$ cat src/rtl/polyw1_pkg.sv
// polyw1_pkg: shared sizes and unpacker FSM states for the packed w1 datapath
package polyw1_pkg;
    localparam int N = 256;
    localparam int POLYW1_BYTES = 128;
    localparam int COEF_W = 32;
    localparam int W1_BITS = 4;
    typedef enum logic [1:0] {EMPTY, LO, HI} state_t;
endpackage

$ cat src/rtl/polyw1_unpack_stream.sv
// polyw1_unpack_stream: streams packed w1 bytes out as 4-bit coefficients, low nibble first
// POLYW1_UNPACK_INDEX_EN adds the coef_idx output
module polyw1_unpack_stream
    import polyw1_pkg::*;
(
    input  logic              clk,
    input  logic              rst_n,
    input  logic              clr,
    input  logic              in_valid,
    output logic              in_ready,
    input  logic [7:0]        in_data,
    input  logic              in_last,
    output logic              coef_valid,
    input  logic              coef_ready,
    output logic [COEF_W-1:0] coef_data,
    output logic              coef_last,
    output logic              poly_done,
    output logic              err
`ifdef POLYW1_UNPACK_INDEX_EN
    ,
    output logic [7:0]        coef_idx
`endif
);
    state_t state, state_n;
    logic [7:0] byte_q, coef_cnt;
    logic [6:0] byte_cnt;
    logic in_hs, out_hs;
    assign in_ready = !clr && (state == EMPTY || (state == HI && coef_ready));
    assign in_hs = in_valid && in_ready;
    assign out_hs = coef_valid && coef_ready;
    assign coef_valid = state != EMPTY;
    assign coef_data = {{(COEF_W-W1_BITS){1'b0}},
                        state == LO ? byte_q[3:0] : state == HI ? byte_q[7:4] : 4'h0};
    assign coef_last = coef_valid && coef_cnt == 8'(N-1);
`ifdef POLYW1_UNPACK_INDEX_EN
    assign coef_idx = coef_cnt;
`endif
    // A new byte can only be taken while the high nibble leaves, so this holds at most one byte.
    always_comb begin
        state_n = state;
        state_n = in_hs ? LO :
                  (state == LO && coef_ready) ? HI :
                  (state == HI && coef_ready) ? EMPTY : state;
    end
    always_ff @(posedge clk or negedge rst_n) begin
        if (!rst_n) begin
            state     <= EMPTY;
            byte_q    <= '0;
            byte_cnt  <= '0;
            coef_cnt  <= '0;
            err       <= 1'b0;
            poly_done <= 1'b0;
        end else if (clr) begin
            state     <= EMPTY;
            byte_q    <= '0;
            byte_cnt  <= '0;
            coef_cnt  <= '0;
            err       <= 1'b0;
            poly_done <= 1'b0;
        end else begin
            state <= state_n;
            if (in_hs) begin
                byte_q   <= in_data;
                byte_cnt <= byte_cnt + 7'd1;
            end
            if (in_hs && (in_last != (byte_cnt == 7'(POLYW1_BYTES-1))))
                err <= 1'b1;
            if (out_hs)
                coef_cnt <= coef_cnt + 8'd1;
            poly_done <= out_hs && coef_last;
        end
    end
endmodule

$ cat config.mk
export PLATFORM = sky130hd
export DESIGN_NAME = polyw1_unpack_stream
export DESIGN_NICKNAME = d
export VERILOG_FILES = /design/src/rtl/polyw1_pkg.sv /design/src/rtl/polyw1_unpack_stream.sv
export SDC_FILE = /design/constraint.sdc
export NUM_CORES = 1
export LEC_CHECK = 0
export ABC_AREA = 1
export BUFFER_PORTS_ARGS = -buffer_cell sky130_fd_sc_hd__buf_2
export CAP_MARGIN = 25
export CORE_AREA = 4 4 59 61
export DETAILED_ROUTE_END_ITERATION = 8
export DIE_AREA = 0 0 63 65
export GPL_TIMING_DRIVEN = 0
export PLACE_DENSITY = 0.83
export SKIP_LAST_GASP = 1
export SLEW_MARGIN = 5
export SYNTH_ARGS = -nofsm -noshare
export SYNTH_HDL_FRONTEND = slang
export SYNTH_SLANG_ARGS = --single-unit
export TNS_END_PERCENT = 20
$ cat constraint.sdc
create_clock -name clk -period 2.7 [get_ports clk]
set_input_delay 0.54 -clock clk [delete_from_list [all_inputs] [get_ports clk]]
set_output_delay 0.54 -clock clk [all_outputs]
set_load 0.1 [all_outputs]
Yosys cells after proc, flatten, opt, wreduce, memory -nomap -nowiden
Cells that the tools add are included.
- flip-flop bits (word level): 27
- bits of input ports: 14
- output and inout bits: 37
- word-level logic and storage cells: 44
- add/subtract/negate cells: 2
- equality and inequality tests: 5
- muxes and demuxes: 15
- reduce and logical (&&, ||, !) cells: 16
- operator list (operator ; count):
    $mux 8 ; 4
    $mux 7 ; 2
    $add 8x1->8 const B ; 1
    $eq 8x8->1 const B ; 1
    $logic_and 1x1->1 ; 8
    $mux 2 ; 4
    $mux 4 ; 2
    $reduce_bool 2->1 ; 4
    $add 7x1->7 const B ; 1
    $eq 7x7->1 const B ; 1
    $reduce_bool 4->1 ; 1
    $mux 1 ; 3
    $eq 2x1->1 const B ; 1
    $eq 2x2->1 const B ; 1
    $logic_not 2->1 ; 1
    $logic_not 1->1 ; 1
    $logic_or 1x1->1 ; 1
    $ne 1x1->1 ; 1

Logic depth before layout (Yosys ltp)
- depth after elaboration: 8
- mapped depth: 9
- mapped depth without buffers: 9

Worst setup path after synthesis
OpenSTA, ideal clock, no wires.
- path kind: register -> output
- from: reg state[0]
- to: out coef_last
- data arrival time: 4.178 ns
- data required time: 2.160 ns
- setup slack: -2.018 ns
- cell stages (with the launch flop): 5
- buffers on the path: 0
- path through: dfrtp_1 nor2_2 inv_1 nand3_1 nor4_1
- word-level cells in the longest chain between the ends: 2
- ends and longest elaborated chain (what ; line ; text):
    start, declared ; polyw1_unpack_stream.sv:24 ; state_t state, state_n;
    start signal, assigned ; polyw1_unpack_stream.sv:61 ; state <= state_n;
    $reduce_bool 2->1 ; polyw1_unpack_stream.sv:31 ; assign coef_valid = state != EMPTY;
    via coef_valid ; polyw1_unpack_stream.sv:13 ; output logic coef_valid,
    $logic_and 1x1->1 ; polyw1_unpack_stream.sv:34 ; assign coef_last = coef_valid && coef_cnt == 8'(N-1);
    end, declared ; polyw1_unpack_stream.sv:16 ; output logic coef_last,
The timed path passes the listed nets, and every way through them passes these cells.

Worst setup path after layout
- from: reg state[0]
- to: out coef_last
- word-level cells in the longest chain between the ends: 2
- ends and longest elaborated chain (what ; line):
    $reduce_bool 2->1 ; polyw1_unpack_stream.sv:31
    $logic_and 1x1->1 ; polyw1_unpack_stream.sv:34
No other way between the ends.

==> results.md <==
* Final Cycle Share at 87.4%
* H-tree depth at 1
* Commonest non-fill, non-tap cell in the layout: nand2_1
* Synthesized instance count at 198
* Leakage dissipation at 1.02 nW
* WP data required at 2.16 ns
* Area contributors post-synth: dfrtp_1 43%, buf_4 13%, nand2_1 11%
* Outcome: finished clean
* Slew HR at 60.8%
* Most frequent cells in the layout: 44 x nand2_1, 28 x buf_4, 28 x conb_1, 27 x dfrtp_1, 25 x inv_1
* Dpl hpwl at 2230 um
* # resized after CTS at 0
* Global Route Usage Sum at 14.7%
* Reg2reg end: err$_DFFE_PN0P_
* Crit. End Element: output port
* CP arrival at 1.82 ns
* Synth cell types at 25
* Hold Slack at 0.188 ns
* IO Pins at 51
* Crit path from: state[0]$_DFFE_PN0P_
* Ys Warns at 0
* Pwr/cell area at 521 mW/mm2
* Final Setup Violations at 0
* Post-Route Setup TNS at 0 ns
* CTS root buf: clkbuf_4
* Worst-path clk slew at 0.14 ns
* Die W at 63 um
* Initial antenna violation count at 0
* Worst vdd ir at 0.301 mV
* Max Root-Sink Buffers at 2
* DRT iter0 DRCs at 44
* CTS Hold Bufs at 0
* RSZ-0062 raised after global routing: no
* Clock skew at 0.00962 ns
* Area grow syn2layout at 19.1%
* Syn avg cell area at 7.92 um2
* Largest net degree at the start of global routing at 28
* GRT overflow at 0
* Core Rows at 20
* GPL Wtd Cong at 0.826
* Top Usage Layer GRT: met2
* Layout Nets at 268
* Final worst slack at 0.339 ns
* Yosys top cell area share at 43.1%
* Post-CTS setup repair buffer count at 0
* Total CTS buffers at 3
* Core box area at 0.00298 mm2
* Top achievable clock speed at 0.424 GHz
* Antenna Nets Post-Route at 0
* Fin. max-slew vios at 0
* GR met3 Demand/Resource at 1.73%
* First-pass GRT wire length at 4850 um
* Layout cell share with drive strength beyond 1 at 27.1%
* Die ar. at 0.00410 mm2
* Crit path max fanout at 5
* Worst-skew pair later-pin latency at 0.33 ns
* Min-delay worst type: input port to async pin
* Vias in the first global route at 1169
* Synth Cell Area at 0.00157 mm2
* # fillers at 270
* Core Util, Final at 62.7%
* Max Cap Viol at 0
* Flops & latches, synth at 27
* Critical path launch point type: flip-flop
* Reg2reg path depth at 8
* M2 GR Usage at 25.2%
* I/O Buffers at 22
* Critical Path Sink: coef_last
* DR WL/cell at 9.98 um
* Routed Wire Length at 2840 um
* CTS Sinks at 27
* Final hold violation count at 0
* Drt first pass iters at 4
* Vias at 1271
* Post-place setup slack at 0.703 ns
* DRC at 0
* Period minus WS final at 2.36 ns
* Least-Margin Pin Slew at 0.588 ns
* Antenna Cells at 0
* TritonCTS clock tree: built
* R2r startpoint: byte_cnt[0]$_DFFE_PN0P_
* R2R Setup Slk at 1.30 ns
* M1 GR Usage at 18.7%
* Chip Height at 65 um
* Area leader, netlist: dfrtp_1
* Crit Path Category: flip-flop to output port
* Drt via density at 4.48
* Sequential fraction of the synthesis area at 43.1%
* Initial Util at 52.6%
## layout make-up
class | instances | area, um2 | area share [%]
multi-input combinational | 139 | 679 | 36.4
sequential | 27 | 676 | 36.2
buffer | 28 | 210 | 11.3
inverter | 31 | 123 | 6.57
timing repair buffer | 22 | 110 | 5.90
tap | 33 | 41.3 | 2.21
clock buffer | 3 | 22.5 | 1.21
clock inverter | 1 | 5.00 | 0.268
## critical path, stage by stage (launching register included)
cell and delay [ns]:
dfrtp_1 0.50, nor2_2 0.11, clkinvlp_4 0.09, nand3_1 0.13
nor4_4 0.22, buf_2 0.46
## layer usage
metal  part of all wire [%]  wire (um)  up-vias
li1                       -          -      673
met1                     45       1280      558
met2                     48       1360       35
met3                    4.9        138        5
met4                    1.8         52        0
met5                      0          0        -
## per-stage QoR
step           cell area (um2)  std cells  total power, mW
2_1_floorplan             1690        225            0.763
3_3_place_gp              1840        280            0.804
3_5_place_dp              1840        280            0.807
4_1_cts                   1870        284            0.978
5_1_grt                   1870        284             1.02
6_report                  1870        284            0.973
## kinds of logic after synthesis
| logic type | Yosys count | synth area share [%] |
|---|---|---|
| AO/OA/AOI/OAI | 31 | 12.1 |
| XOR/XNOR | 3 | 1.68 |
| adder cells (fa/ha/maj) | 2 | 1.60 |
| buffers and inverters | 59 | 21.0 |
| flip-flops | 27 | 43.1 |
| other | 1 | 0.239 |
| AND/OR/NAND/NOR | 75 | 20.3 |
## state kept, by name, summed over array words and instances (netlist names)
register   count
state          2
poly_done      1
byte_q         8
coef_cnt       8
byte_cnt       7
err            1
## how the worst min path moves through the flow
| stage | end | slack [ns] | cells after the start |
|---|---|---|---|
| after floorplan | byte_cnt[0]$_DFFE_PN0P_ | 0.24 | 0 |
| after global placement | err$_DFFE_PN0P_ | 0.46 | 2 |
| after detailed placement | err$_DFFE_PN0P_ | 0.47 | 2 |
| after CTS | coef_cnt[4]$_DFFE_PN0P_ | 0.21 | 1 |
| after global routing | poly_done$_DFF_PN0_ | 0.22 | 1 |
| final | coef_cnt[4]$_DFFE_PN0P_ | 0.19 | 1 |
## report_power, final
part	internal (mW)	switching (mW)	leakage, nW
registers	0.423	0.0138	0.369
clock network	0.0556	0.117	0.0177
logic	0.0632	0.300	0.630
## synth_stat cells (all sizes together)
master	n
conb	1
nand3	9
xnor2	2
dfrtp	27
a21oi	7
nand2	46
o21ai	17
a211oi	1
inv	31
ha	2
buf	28
nor3	2
o21bai	1
o22ai	4
o31ai	1
xor2	1
nor2	17
nor4	1
(Power assumes the default switching activity.)
